$ cat src/rtl/ex_muldiv.sv
// rtl/ex_muldiv.sv - multi-cycle unsigned multiply/divide unit fed by the ID/EX register
// Holds ID/EX via md_stall while iterating; result leaves as a one-cycle EX/MEM bundle.
module ex_muldiv #(
    parameter int DATA_W = 32,
    parameter int ADDR_W = 5
) (
    input  logic              clk,
    input  logic              reset,
    input  logic              id_en,
    input  logic [2:0]        id_md_op,
    input  logic [DATA_W-1:0] id_md_in_0,
    input  logic [DATA_W-1:0] id_md_in_1,
    input  logic [ADDR_W-1:0] id_dst_addr,
    input  logic              id_gpr_we_,
    input  logic              flush,
    output logic              md_stall,
    output logic              ex_md_en,
    output logic [DATA_W-1:0] ex_md_result,
    output logic [ADDR_W-1:0] ex_md_dst_addr,
    output logic              ex_md_gpr_we_
);

    typedef enum logic [1:0] {S_IDLE, S_MUL, S_DIV, S_DONE} state_t;

    localparam logic [2:0] OP_MUL   = 3'd1;
    localparam logic [2:0] OP_MULHU = 3'd2;
    localparam logic [2:0] OP_DIVU  = 3'd3;
    localparam logic [2:0] OP_REMU  = 3'd4;
    localparam logic [5:0] LAST_STEP = 6'(DATA_W - 1);
    localparam int         RW = DATA_W + 1;

    state_t                state_q, state_d;
    logic [5:0]            cnt_q, cnt_d;
    logic [2:0]            op_q, op_d;
    logic [ADDR_W-1:0]     dst_q, dst_d;
    logic                  we_q, we_d;
    logic [DATA_W-1:0]     opb_q, opb_d;
    logic [2*DATA_W-1:0]   acc_q, acc_d;
    logic [DATA_W:0]       rem_q, rem_d;
    logic [DATA_W-1:0]     quo_q, quo_d;
    logic                  ex_en_q, ex_en_d;
    logic [DATA_W-1:0]     ex_res_q, ex_res_d;
    logic [ADDR_W-1:0]     ex_dst_q, ex_dst_d;
    logic                  ex_we_q, ex_we_d;

    logic                  op_valid;
    logic                  accept;
    logic [DATA_W:0]       mul_sum;
    logic [DATA_W+1:0]     div_shift;
    logic                  div_ge;

    assign op_valid = (id_md_op >= OP_MUL) && (id_md_op <= OP_REMU);
    assign accept   = (state_q == S_IDLE) && id_en && op_valid && !flush;

    // Multiplier sits in the low half of acc and is consumed LSB first as acc shifts right.
    assign mul_sum   = {1'b0, acc_q[2*DATA_W-1:DATA_W]} + (acc_q[0] ? {1'b0, opb_q} : '0);
    assign div_shift = {rem_q, quo_q[DATA_W-1]};
    assign div_ge    = div_shift >= {2'b00, opb_q};

    always_comb begin
        state_d  = state_q;
        cnt_d    = cnt_q;
        op_d     = op_q;
        dst_d    = dst_q;
        we_d     = we_q;
        opb_d    = opb_q;
        acc_d    = acc_q;
        rem_d    = rem_q;
        quo_d    = quo_q;
        ex_en_d  = 1'b0;
        ex_res_d = '0;
        ex_dst_d = '0;
        ex_we_d  = 1'b1;
        md_stall = 1'b0;

        case (state_q)
            S_IDLE: begin
                if (accept) begin
                    md_stall = 1'b1;
                    cnt_d    = '0;
                    op_d     = id_md_op;
                    dst_d    = id_dst_addr;
                    we_d     = id_gpr_we_;
                    acc_d    = {{DATA_W{1'b0}}, id_md_in_1};
                    rem_d    = '0;
                    quo_d    = id_md_in_0;
                    if (id_md_op == OP_MUL || id_md_op == OP_MULHU) begin
                        state_d = S_MUL;
                        opb_d   = id_md_in_0;
                    end else begin
                        state_d = S_DIV;
                        opb_d   = id_md_in_1;
                    end
                end
            end
            S_MUL: begin
                if (flush) begin
                    state_d = S_IDLE;
                    cnt_d   = '0;
                end else begin
                    md_stall = 1'b1;
                    acc_d    = {mul_sum, acc_q[DATA_W-1:1]};
                    cnt_d    = cnt_q + 6'd1;
                    if (cnt_q == LAST_STEP) state_d = S_DONE;
                end
            end
            S_DIV: begin
                if (flush) begin
                    state_d = S_IDLE;
                    cnt_d   = '0;
                end else begin
                    // A zero divisor always compares ge, giving all-ones quotient and dividend remainder.
                    md_stall = 1'b1;
                    rem_d    = div_ge ? RW'(div_shift - {2'b00, opb_q}) : div_shift[DATA_W:0];
                    quo_d    = {quo_q[DATA_W-2:0], div_ge};
                    cnt_d    = cnt_q + 6'd1;
                    if (cnt_q == LAST_STEP) state_d = S_DONE;
                end
            end
            S_DONE: begin
                state_d = S_IDLE;
                cnt_d   = '0;
                if (!flush) begin
                    ex_en_d  = 1'b1;
                    ex_dst_d = dst_q;
                    ex_we_d  = we_q;
                    case (op_q)
                        OP_MUL:   ex_res_d = acc_q[DATA_W-1:0];
                        OP_MULHU: ex_res_d = acc_q[2*DATA_W-1:DATA_W];
                        OP_DIVU:  ex_res_d = quo_q;
                        OP_REMU:  ex_res_d = rem_q[DATA_W-1:0];
                        default:  ex_res_d = '0;
                    endcase
                end
            end
            default: state_d = S_IDLE;
        endcase
    end

    always_ff @(posedge clk) begin
        if (reset) begin
            state_q  <= S_IDLE;
            cnt_q    <= '0;
            op_q     <= '0;
            dst_q    <= '0;
            we_q     <= 1'b1;
            opb_q    <= '0;
            acc_q    <= '0;
            rem_q    <= '0;
            quo_q    <= '0;
            ex_en_q  <= 1'b0;
            ex_res_q <= '0;
            ex_dst_q <= '0;
            ex_we_q  <= 1'b1;
        end else begin
            state_q  <= state_d;
            cnt_q    <= cnt_d;
            op_q     <= op_d;
            dst_q    <= dst_d;
            we_q     <= we_d;
            opb_q    <= opb_d;
            acc_q    <= acc_d;
            rem_q    <= rem_d;
            quo_q    <= quo_d;
            ex_en_q  <= ex_en_d;
            ex_res_q <= ex_res_d;
            ex_dst_q <= ex_dst_d;
            ex_we_q  <= ex_we_d;
        end
    end

    assign ex_md_en       = ex_en_q;
    assign ex_md_result   = ex_res_q;
    assign ex_md_dst_addr = ex_dst_q;
    assign ex_md_gpr_we_  = ex_we_q;

endmodule

$ cat config.mk
export PLATFORM = sky130hd
export DESIGN_NAME = ex_muldiv
export DESIGN_NICKNAME = d
export VERILOG_FILES = /design/src/rtl/ex_muldiv.sv
export SDC_FILE = /design/constraint.sdc
export NUM_CORES = 1
export LEC_CHECK = 0
export BUFFER_PORTS_ARGS = -buffer_cell sky130_fd_sc_hd__buf_2
export CAP_MARGIN = 20
export CELL_PAD_IN_SITES_DETAIL_PLACEMENT = 1
export CELL_PAD_IN_SITES_GLOBAL_PLACEMENT = 1
export CORE_MARGIN = 2
export CORE_UTILIZATION = 46
export DETAILED_ROUTE_END_ITERATION = 10
export GPL_TIMING_DRIVEN = 1
export PLACE_DENSITY_LB_ADDON = 0.08
export RECOVER_POWER = 50
export REMOVE_ABC_BUFFERS = 1
export SYNTH_ARGS = -nofsm -noshare
export SYNTH_HDL_FRONTEND = slang
export SYNTH_SLANG_ARGS = --single-unit
export TNS_END_PERCENT = 5
$ cat constraint.sdc
create_clock -name clk -period 3.7 [get_ports clk]
set_input_delay 0.74 -clock clk [delete_from_list [all_inputs] [get_ports clk]]
set_output_delay 0.74 -clock clk [all_outputs]
set_load 0.02 [all_outputs]
Word level (Yosys, flattened, before mapping)
Cells that the tools add are included.

Bits in read-only memories: 0. Bits in latches: 0. Output and inout port bits: 40. Bits in registers: 217. Memories kept: 0. RAM bits: 0. Bits of input ports: 77.

Reductions and logical operators: 16. Divide/modulo/power cells: 0. $mul: 0. Add/sub/neg operators: 3. Bitwise operators: 1. Equality and inequality tests: 14. Shift operators: 0. Mux-type cells: 24. $lt $le $gt $ge: 3.

Operators by type and width (number): $mux W32 (4); $mux W64 (2); $pmux W32 S4 (1); $pmux W64 S2 (1); $mux W33 (3); $pmux W33 S2 (1); $pmux W32 S2 (1); $ge A34 B32 Y1 (1); $add A32 B32 Y33 (1); $sub A33 B32 Y33 (1); $pmux W6 S3 (1); $mux W6 (2); $eq A3 B2 Y1 const B (3); $mux W2 (4); $add A6 B1 Y6 const B (1); $eq A3 B1 Y1 const B (2); $eq A6 B5 Y1 const B (1); $ne A2 B2 Y1 const B (3); $pmux W2 S3 (1); $reduce_and A3 Y1 (2); $eq A2 B2 Y1 const B (2); $logic_and A1 B1 Y1 (4); $reduce_and A2 Y1 (2); $reduce_bool A2 Y1 (2); 13 further kinds (15).

Depth between registers and ports, before layout
Gate-level depths: netlist of run 1.

Depth after elaboration: 6. Mapped depth: 15. Depth with buffers taken out: 13.

Worst setup path before layout of run 1
No wires, ideal clock.

Kind: reg2reg. Start: register acc_q[0]. End: register acc_q[55]. Buffers on the path: 1. Stages on the path, launching flop included: 15. Setup slack: 0.850 ns. Arrival time: 2.724 ns. Period minus slack after synthesis: 2.850 ns. Required time: 3.574 ns. Cells stage by stage: dfxtp_1 clkbuf_1 and2_1 ha_1 inv_1 fa_1 nand2b_1 a21oi_1 o41a_1 a21o_1 a31oi_2 nor3_1 a2111oi_4 xor2_1 o21ai_1.

Longest elaborated chain between the ends: 4.

Ends and longest elaborated chain: from (decl) (line 38) `logic [2*DATA_W-1:0] acc_q, acc_d;`; from (signal assigned) (line 148) `acc_q <= '0;`; from (signal assigned) (line 162) `acc_q <= acc_d;`; $mux W32 (line 56) `assign mul_sum = {1'b0, acc_q[2*DATA_W-1:DATA_W]} + (acc_q[0] ? {1'b0, opb_q} : '0);`; $add A32 B32 Y33 (line 56); $mux W64 (line 97) `if (flush) begin`; $pmux W64 S2 (line 76) `case (state_q)`.

Every way passes these cells. The select of a mux whose other input is x is not followed. A chain may end at the register's enable or synchronous reset.

Final worst setup path of run 1
Start: register op_q[0]. End: register ex_res_q[28], in the netlist ex_md_result[28].

Longest elaborated chain between the ends: 2. Elaborated cells between the ends (all ways): 5. Classes of those cells: eq/ne (4); mux (1).

Ends and longest elaborated chain: from (decl) (line 34) `logic [2:0] op_q, op_d;`; from (signal assigned) (line 158) `op_q <= op_d;`; $eq A3 B3 Y1 (tied with other cells) (line 127) `case (op_q)`; $pmux W32 S4 (*) (line 127); to (signal assigned) (line 166) `ex_res_q <= ex_res_d;`; to (decl) (line 42) `logic [DATA_W-1:0] ex_res_q, ex_res_d;`.

Mark *: on every way between the ends. The rest lies on a longest branch, timed or not.

==> flow_summary_export.csv, run 1 <==
group,metric,value,unit
setup_path,cp_top_family,"buffers and inverters",
setup_path,cp_num_buf_inv,1,
grt,grt_pass1_vias,12100,
yosys,ys.flop_type,"dfxtp_1",
setup_path,worst_r2r_path_depth,5,
sta,slew_violations,106,
clocking,cts_tree,"done",
clocking,cts_setup_buffers,0,
placed_design,place.port_buffers,116,
floorplan,die_area,0.0288,mm^2
setup_path,crit_fanout,32,
grt,grt_max_degree,73,
clocking,cts-resized-gates,0,
sta,relSlewSlack,-0.368,
yosys,synth_async_sr_flop_share,0,
sta,fin_crit,3.42,ns
power_and_ir_drop,ir_drop,425,uV
finish,final_common_cell,"dfxtp_1",
sta,setup_tns,0,ns
sta,period_share,0.924,
floorplan,rows,60,
routing,drc,0,
routing,drtIter0Drc,688,
routing,drtPass1Iterations,7,
routing,antenna_left,0,
clocking,clk_path_buf_depth,3,
routing,wl_per_cell,21.0,um
sta,setup_viol,0,
clocking,cts-hold-fix-buffers,0,
sta,clock_skew,0.0172,ns
sta,rsz0062_at_grt,"false",
finish,nets,1716,
setup_path,cp_slowest_cell,"clkbuf_1",
worst_hold_path,hold_path_end,"ex_md_gpr_we_",
placed_design,placed_area,0.0135,mm^2
setup_path,cp.arrival,3.71,ns
finish,fin_area,0.0143,mm^2
setup_path,reg2reg_to,"ex_md_result[28]",
yosys,syn_inst,1486,
grt,grt_pass1_wl,65.6,mm
grt,track_usage,0.283,
status,status,"finished, violations left",
setup_path,reg2reg_setup_slack,0.28,ns
yosys,ys_ff_latch,217,
floorplan,dieWidth,170,um
clocking,cts_root_buffer,"clkbuf_16",
clocking,cts_max_level,1,
placed_design,place_hpwl,29.4,mm
power_and_ir_drop,power.total,10.0,mW
yosys,synth_edf_count,0,
yosys,syn-mean-instance-area,8.50,um^2
flow_run,max_cap_violations,2,
worst_hold_path,hp-class,"reg -> reg",
clocking,clock_sinks,217,
clocking,insertion_delay,0.53,ns
finish,antennaDiodeCount,0,
routing,num_vias,11600,
finish,fill_cells,3293,
clocking,clkTransAtPathRegs,0.06,ns
floorplan,io_pins,117,
sta,worstMarginPinSlew,2.05,ns
placed_design,gp_congestion,0.945,
status,failed_checks,"max-capacitance violations, max-slew violations",
setup_path,reg2reg_from,"op_q[0]",
setup_path,end_kind,"flop",
yosys,ys_warn_count,0,
floorplan,initial_core_util,0.469,
yosys,yosysSeqAreaShare,0.344,
setup_path,crit_type,"reg -> reg",
worst_hold_path,hold_start,"we_q",
sta,hold_viol,0,
power_and_ir_drop,leakagePower,5.52,nW
grt,grt_overflow,0,
setup_path,start_kind,"flop",
routing,routed_via_density,6.03,
sta,max_freq,293,MHz
setup_path,max_stage_delay,1.50,ns
yosys,synth_area,0.0126,mm^2
setup_path,required,3.99,ns
floorplan,die_h,170,um
clocking,numCtsBuffers,26,
finish,fin_util,0.532,
yosys,yosysUniqueCellTypes,72,
power_and_ir_drop,power-per-cell-area,698,mW/mm^2
sta,whs,0.448,ns
floorplan,core_area,0.0270,mm^2
finish,synthToLayoutAreaGrowth,13.5,%
finish,drive_gt1_frac,0.112,
finish,mostFrequentLayoutCells,"217 x dfxtp_1, 141 x nor2_1, 112 x mux2i_1",
worst_hold_path,hold-path-cell-count,1,
routing,wl,40.5,mm
grt,antenna_found_initial,0,
setup_path,path_cells,"nor2_1 > and2_0 > o21ai_0 > clkbuf_1 > a21oi_1",
[power breakdown]
| part | internal [mW] | switching, mW |
|---|---|---|
| clock | 1.59 | 1.04 |
| sequential | 2.79 | 0.400 |
| combinational | 1.57 | 2.62 |
[flip-flops by register name, summed over array words and instances, names as in the netlist]
register	count
quo_q	32
ex_md_en	1
opb_q	32
op_q	3
acc_q	64
ex_md_gpr_we_	1
cnt_q	6
rem_q	33
ex_md_result	32
dst_q	5
we_q	1
state_q	2
ex_md_dst_addr	5
[routing by layer]
| metal | vias to the layer above | global-route usage | wire, um |
|---|---|---|---|
| met5 | - | 0 | 0 |
| met4 | 0 | 0.0699 | 912 |
| met3 | 54 | 0.0252 | 1560 |
| met2 | 257 | 0.485 | 19000 |
| met1 | 5734 | 0.386 | 19100 |
| li1 | 5577 | - | - |
[worst reg2reg max path: cells and delay by family, from the launching register on]
family / cells / cell delay [ns]
AOI/OAI and AO/OA: 2 / 0.57
and+or+nand+nor: 2 / 0.72
DFF: 1 / 0.39
buffers and inverters: 1 / 1.50
[worst max-delay path by stage]
stage	from	slack, ns	cells after the start	to
6_report	op_q[0]	0.28	5	ex_md_result[28]
5_1_grt	state_q[0]	0.11	8	acc_q[48]
4_1_cts	acc_q[0]	0.44	14	acc_q[55]
3_5_place_dp	id_md_op[0]	0.46	8	acc_q[51]
3_3_place_gp	flush	0.46	7	acc_q[40]
2_1_floorplan	state_q[1]	-1.48	6	acc_q[58]
[through the flow]
step           cells  setup slack, ns
6_report        1926            0.282
5_1_grt         1926            0.110
4_1_cts         1926            0.443
3_5_place_dp    1880            0.462
3_3_place_gp    1880            0.462
2_1_floorplan   1394            -1.48
[cells by family (layout without fill, tap and decap cells)]
group,count (synthesis),count (layout),synth area share
flops,217,217,0.344
mux,113,113,0.0896
simple gates,393,393,0.149
fa+ha+maj,72,72,0.0725
compound gates,485,485,0.256
xor+xnor,64,64,0.0444
buf+inv,142,241,0.0446
[synth_stat cells (3+ instances only)]
library cell | n | area (um^2)
o21bai_1 | 3 | 22.5
nor2b_1 | 7 | 43.8
a211oi_1 | 101 | 758
xor2_1 | 34 | 298
o21ai_0 | 58 | 290
a21o_1 | 27 | 203
and2_1 | 37 | 231
nor2_1 | 143 | 537
a22oi_1 | 74 | 556
a32oi_1 | 13 | 114
buf_1 | 6 | 22.5
nand4b_1 | 3 | 26.3
nand2b_1 | 16 | 100
o211ai_1 | 7 | 52.6
o211a_1 | 3 | 30.0
and3_1 | 13 | 81.3
a21oi_1 | 108 | 541
inv_1 | 50 | 188
o21ai_1 | 42 | 210
ha_1 | 70 | 876
nand3_1 | 19 | 95.1
nor3b_1 | 7 | 52.6
clkbuf_1 | 66 | 248
or3_1 | 3 | 18.8
nand4_1 | 9 | 56.3
nor3_1 | 11 | 55.1
o21a_1 | 10 | 75.1
o31ai_1 | 3 | 22.5
dfxtp_1 | 217 | 4340
or2_2 | 4 | 25.0
a31oi_1 | 7 | 43.8
xnor2_1 | 30 | 263
mux2i_1 | 112 | 1120
nand2_1 | 106 | 398
buf_2 | 18 | 90.1
[area by class of cell]
type | count | area [um^2] | share of cell area
multi-input combinational | 1127 | 7760 | 0.541
sequential | 217 | 4340 | 0.303
clock buffer | 39 | 821 | 0.0572
timing repair buffer | 145 | 741 | 0.0516
tap | 341 | 427 | 0.0297
inverter | 50 | 188 | 0.0131
clock inverter | 7 | 63.8 | 0.00445
(Power assumes the default switching activity.)
==> run 2, diff against run 1 <==
--- a/config.mk
+++ b/config.mk
@@ -10,7 +10,8 @@
 export CELL_PAD_IN_SITES_DETAIL_PLACEMENT = 1
 export CELL_PAD_IN_SITES_GLOBAL_PLACEMENT = 1
 export CORE_MARGIN = 2
-export CORE_UTILIZATION = 46
+export CORE_UTILIZATION = 47
+export CTS_BUF_LIST = sky130_fd_sc_hd__clkbuf_4
 export DETAILED_ROUTE_END_ITERATION = 10
 export GPL_TIMING_DRIVEN = 1
 export PLACE_DENSITY_LB_ADDON = 0.08
==> run 2 against run 1 <==
Net effect: the flow still finishes with violations (max-capacitance violations, max-slew violations); wire length increased by 1.2%; flip-flop and latch count unchanged; setup slack got worse by 0.053 ns; largest power group unchanged.
==> flow_summary_export.csv, run 2 (synthesized netlist as in run 1, its figures left out) <==
group,metric,value,unit
finish,nets,1757,
worst_hold_path,hp-class,"in -> reg",
setup_path,start_kind,"flop",
clocking,cts-hold-fix-buffers,0,
grt,grt_overflow,0,
setup_path,cp_slowest_cell,"fa_1",
setup_path,path_cells,"buf_4 > and2_1 > ha_1 > inv_1 > fa_1 > nand2b_1 > a21oi_1 > o41a_1 > a21o_1 > a31oi_2 > nor3_1 > a2111oi_4 > xor2_1 > o21ai_1",
finish,largest_register_ffs,64,
routing,wl,41.0,mm
setup_path,max_stage_delay,0.38,ns
routing,antenna_left,0,
floorplan,io_pins,117,
sta,hold_viol,0,
clocking,insertion_delay,0.68,ns
floorplan,dieWidth,168,um
finish,synthToLayoutAreaGrowth,13.1,%
floorplan,core_area,0.0267,mm^2
power_and_ir_drop,power-per-cell-area,688,mW/mm^2
finish,regMostFlops,"acc_q",
sta,period_share,0.938,
setup_path,end_kind,"flop",
setup_path,cp.arrival,4.04,ns
clocking,cts_tree,"done",
flow_run,max_cap_violations,2,
status,status,"finished, violations left",
finish,drive_gt1_frac,0.140,
routing,wl_per_cell,20.6,um
floorplan,die_area,0.0282,mm^2
setup_path,required,4.27,ns
clocking,numCtsBuffers,66,
sta,rsz0062_at_grt,"false",
sta,setup_viol,0,
sta,clock_skew,0.0599,ns
sta,max_freq,288,MHz
sta,worstMarginPinSlew,1.63,ns
setup_path,cp_top_family,"compound AO/OA/AOI/OAI gates",
finish,final_common_cell,"dfxtp_1",
placed_design,placed_area,0.0136,mm^2
power_and_ir_drop,ir_drop,440,uV
routing,drtPass1Iterations,5,
clocking,cts_max_level,3,
placed_design,gp_congestion,0.917,
clocking,cts_root_buffer,"clkbuf_4",
placed_design,dpl_worst_slack,0.281,ns
clocking,cts_setup_buffers,0,
sta,setup_ws,0.229,ns
sta,slew_violations,91,
clocking,clkTransAtPathRegs,0.06,ns
power_and_ir_drop,leakagePower,5.56,nW
routing,routed_via_density,5.98,
finish,reg_top3,"acc_q (64), rem_q (33)",
floorplan,rows,60,
clocking,clock_sinks,217,
routing,drc,0,
status,failed_checks,"max-capacitance violations, max-slew violations",
placed_design,place.port_buffers,116,
grt,antenna_found_initial,1,
sta,relSlewSlack,-0.0886,
grt,grt_pass1_vias,12500,
floorplan,initial_core_util,0.474,
finish,mostFrequentLayoutCells,"217 x dfxtp_1, 141 x nor2_1, 112 x mux2i_1",
grt,grt_pass1_wl,66.7,mm
finish,fin_area,0.0143,mm^2
routing,drtIter0Drc,662,
sta,fin_crit,3.47,ns
grt,track_usage,0.293,
setup_path,crit_type,"reg -> reg",
clocking,clk_path_buf_depth,3,
placed_design,place_hpwl,29.5,mm
clocking,cts-resized-gates,0,
routing,num_vias,11900,
floorplan,die_h,168,um
setup_path,crit_fanout,33,
setup_path,cp_num_buf_inv,2,
grt,grt_max_degree,73,
[run 2: metrics by stage]
stage                     utilization  hold WS, ns  TNS (ns)  total power [mW]  std cells
after detailed placement        0.509        0.434         0              7.47       1881
after CTS                       0.540        0.262         0              9.93       1987
after global placement          0.509        0.421         0              7.34       1881
final                           0.537        0.297         0              9.84       1988
after floorplan                     -        0.411    -65.28              6.13       1394
after global routing            0.537        0.277         0              10.5       1988
[run 2: path summary, 6_finish.rpt]
check,startpoint,to,slack (ns),depth (start not counted)
max,acc_q[0],acc_q[55],0.23,14
min,id_gpr_we_,we_q,0.30,3
max reg2reg,acc_q[0],acc_q[55],0.23,14
min reg2reg,we_q,ex_md_gpr_we_,0.45,1
[run 2: where the power goes]
group          internal (mW)  switching (mW)
clock network           1.33            1.08
logic                   1.59            2.66
registers               2.79           0.400
[run 2: tightest hold or removal path, delay by kind of cell]
family        cells  cell delay, ns
buf+inv           1            0.08
simple gates      2            0.11
[run 2: cell type report]
type	instances	area [um^2]
Antenna cell	1	2.50
Clock buffer	91	683
Clock inverter	15	140
Fill cell	3289	12400
Inverter	50	188
Multi-Input combinational cell	1127	7750
Sequential cell	217	4340
Tap cell	341	427
Timing Repair Buffer	146	761
[run 2: metal layers]
layer / GRT usage / share of wire
met1: 0.386 / 0.46
met3: 0.0411 / 0.041
met5: 0 / 0
met2: 0.494 / 0.47
met4: 0.0983 / 0.024
==> run 3, diff against run 2 <==
--- a/config.mk
+++ b/config.mk
@@ -9,6 +9,7 @@
 export CAP_MARGIN = 20
 export CELL_PAD_IN_SITES_DETAIL_PLACEMENT = 1
 export CELL_PAD_IN_SITES_GLOBAL_PLACEMENT = 1
+export CORE_ASPECT_RATIO = 0.6
 export CORE_MARGIN = 2
 export CORE_UTILIZATION = 47
 export CTS_BUF_LIST = sky130_fd_sc_hd__clkbuf_4
==> run 3 against run 2 <==
Net effect: the flow still finishes with violations (max-capacitance violations, max-slew violations); design area decreased by 0.45%; worst hold slack worse by 0.041 ns; flip-flop and latch count stayed put; combinational power rose by 2%; sequential power hardly changed; power shrank 2.6%; clock power shrank 15%; fmax grew 2.2%; via count is 0.38% higher.
==> flow_summary_export.csv, run 3 (synthesized netlist as in run 1, its figures left out) <==
group,metric,value,unit
routing,num_vias,11900,
power_and_ir_drop,leakagePower,5.53,nW
finish,regMostFlops,"acc_q",
routing,top_layer,"met4",
setup_path,crit_fanout,14,
floorplan,die_h,131,um
finish,largest_register_ffs,64,
placed_design,post-place-cells,1909,
power_and_ir_drop,power.total,9.59,mW
sta,fin_crit,3.40,ns
sta,slew_violations,73,
floorplan,dieWidth,216,um
placed_design,place_hpwl,31.7,mm
clocking,cts-hold-fix-buffers,0,
setup_path,reg2reg_to,"rem_q[9]",
routing,routed_via_density,5.95,
finish,fill_cells,3237,
floorplan,die_area,0.0283,mm^2
finish,drive_gt1_frac,0.139,
grt,grt_pass1_vias,11700,
finish,multi_input_area,0.00775,mm^2
placed_design,placed_area,0.0137,mm^2
sta,rsz0062_at_grt,"false",
worst_hold_path,hold_start,"id_gpr_we_",
routing,drc,0,
routing,wl_per_cell,21.6,um
placed_design,place.port_buffers,116,
setup_path,worst_r2r_path_depth,11,
sta,setup_viol,0,
grt,antenna_found_initial,1,
clocking,cts_max_level,2,
clocking,clkTransAtPathRegs,0.07,ns
worst_hold_path,hold_path_end,"we_q",
sta,setup_tns,0,ns
setup_path,crit_type,"reg -> reg",
setup_path,reg2reg_setup_slack,0.30,ns
grt,grt_pass1_wl,67.9,mm
finish,mostFrequentLayoutCells,"217 x dfxtp_1, 141 x nor2_1, 112 x mux2i_1",
worst_hold_path,hp-class,"in -> reg",
grt,grt_overflow,0,
floorplan,core_area,0.0264,mm^2
power_and_ir_drop,ir_drop,478,uV
sta,max_freq,294,MHz
finish,instances_no_fill,2005,
sta,period_share,0.918,
finish,regArea,0.00434,mm^2
sta,hold_viol,0,
floorplan,initial_core_util,0.478,
routing,wl,43.4,mm
setup_path,required,4.30,ns
routing,drtPass1Iterations,5,
status,failed_checks,"max-capacitance violations, max-slew violations",
sta,relSlewSlack,-0.175,
clocking,cts_tree,"done",
routing,met1_length,22.6,mm
setup_path,path_cells,"inv_1 > ha_1 > and4_1 > nor4bb_1 > nand4b_1 > nand3_1 > nor3b_1 > a21oi_2 > buf_4 > mux2i_1 > o21ai_1",
clocking,cts-resized-gates,0,
status,status,"finished, violations left",
setup_path,cp_top_family,"simple AND/OR/NAND/NOR gates",
clocking,insertion_delay,0.72,ns
floorplan,rows,46,
setup_path,end_kind,"flop",
setup_path,start_kind,"flop",
routing,antenna_left,0,
finish,synthToLayoutAreaGrowth,12.6,%
placed_design,gp_congestion,0.946,
clocking,numCtsBuffers,54,
clocking,clk_path_buf_depth,3,
finish,final_common_cell,"dfxtp_1",
clocking,cts_setup_buffers,0,
finish,fin_util,0.539,
grt,track_usage,0.306,
setup_path,cp_num_buf_inv,2,
setup_path,cp_slowest_cell,"a21oi_2",
grt,grt_max_degree,73,
setup_path,reg2reg_from,"opb_q[12]",
clocking,clock_sinks,217,
routing,wl_met3,2.95,mm
setup_path,cp.arrival,3.99,ns
power_and_ir_drop,power-per-cell-area,674,mW/mm^2
sta,worstMarginPinSlew,1.76,ns
finish,reg_top3,"acc_q (64), rem_q (33)",
finish,nets,1754,
worst_hold_path,hold-path-cell-count,3,
finish,fin_area,0.0142,mm^2
flow_run,max_cap_violations,1,
sta,clock_skew,0.0215,ns
clocking,cts_root_buffer,"clkbuf_4",
setup_path,max_stage_delay,0.51,ns
floorplan,io_pins,117,
routing,drtIter0Drc,899,
routing,met2WireLength,17.3,mm
-- run 3: how the worst max path moves through the flow --
stage          startpoint        end  slack [ns]  cells past startpoint
2_1_floorplan  state_q[1]  acc_q[58]       -1.48                      6
3_3_place_gp        flush  acc_q[40]        0.40                      9
3_5_place_dp        flush  acc_q[42]        0.34                      9
4_1_cts         quo_q[31]   rem_q[9]        0.35                     13
5_1_grt         quo_q[31]  rem_q[14]        0.12                     13
6_report        opb_q[12]   rem_q[9]        0.30                     11
-- run 3: per-layer routing --
layer | up-vias | GRT usage
met3 | 46 | 0.0569
met2 | 361 | 0.434
li1 | 5677 | -
met5 | - | 0
met4 | 0 | 0.0673
met1 | 5842 | 0.473
-- run 3: tightest hold or removal path, cell delays in order --
cell and delay, ns:
buf_2 0.08, nand2_1 0.04, nand3b_1 0.07
-- run 3: layout make-up --
class                           instances  area share
Multi-Input combinational cell       1127       0.545
Sequential cell                       217       0.305
Timing Repair Buffer                  155      0.0584
Clock buffer                           82      0.0432
Tap cell                              360      0.0316
Inverter                               50      0.0132
Clock inverter                         13     0.00352
Antenna cell                            1    0.000176
-- run 3: per-stage QoR --
stage / setup WS, ns / hold slack [ns]
after floorplan: -1.48 / 0.411
after global placement: 0.399 / 0.426
after detailed placement: 0.339 / 0.436
after CTS: 0.349 / 0.202
after global routing: 0.118 / 0.225
final: 0.303 / 0.255
-- run 3: power by group --
part | total (mW) | switching [mW] | internal [mW]
registers | 3.20 | 0.416 | 2.78
logic | 4.34 | 2.75 | 1.59
clock network | 2.05 | 1.05 | 1.00
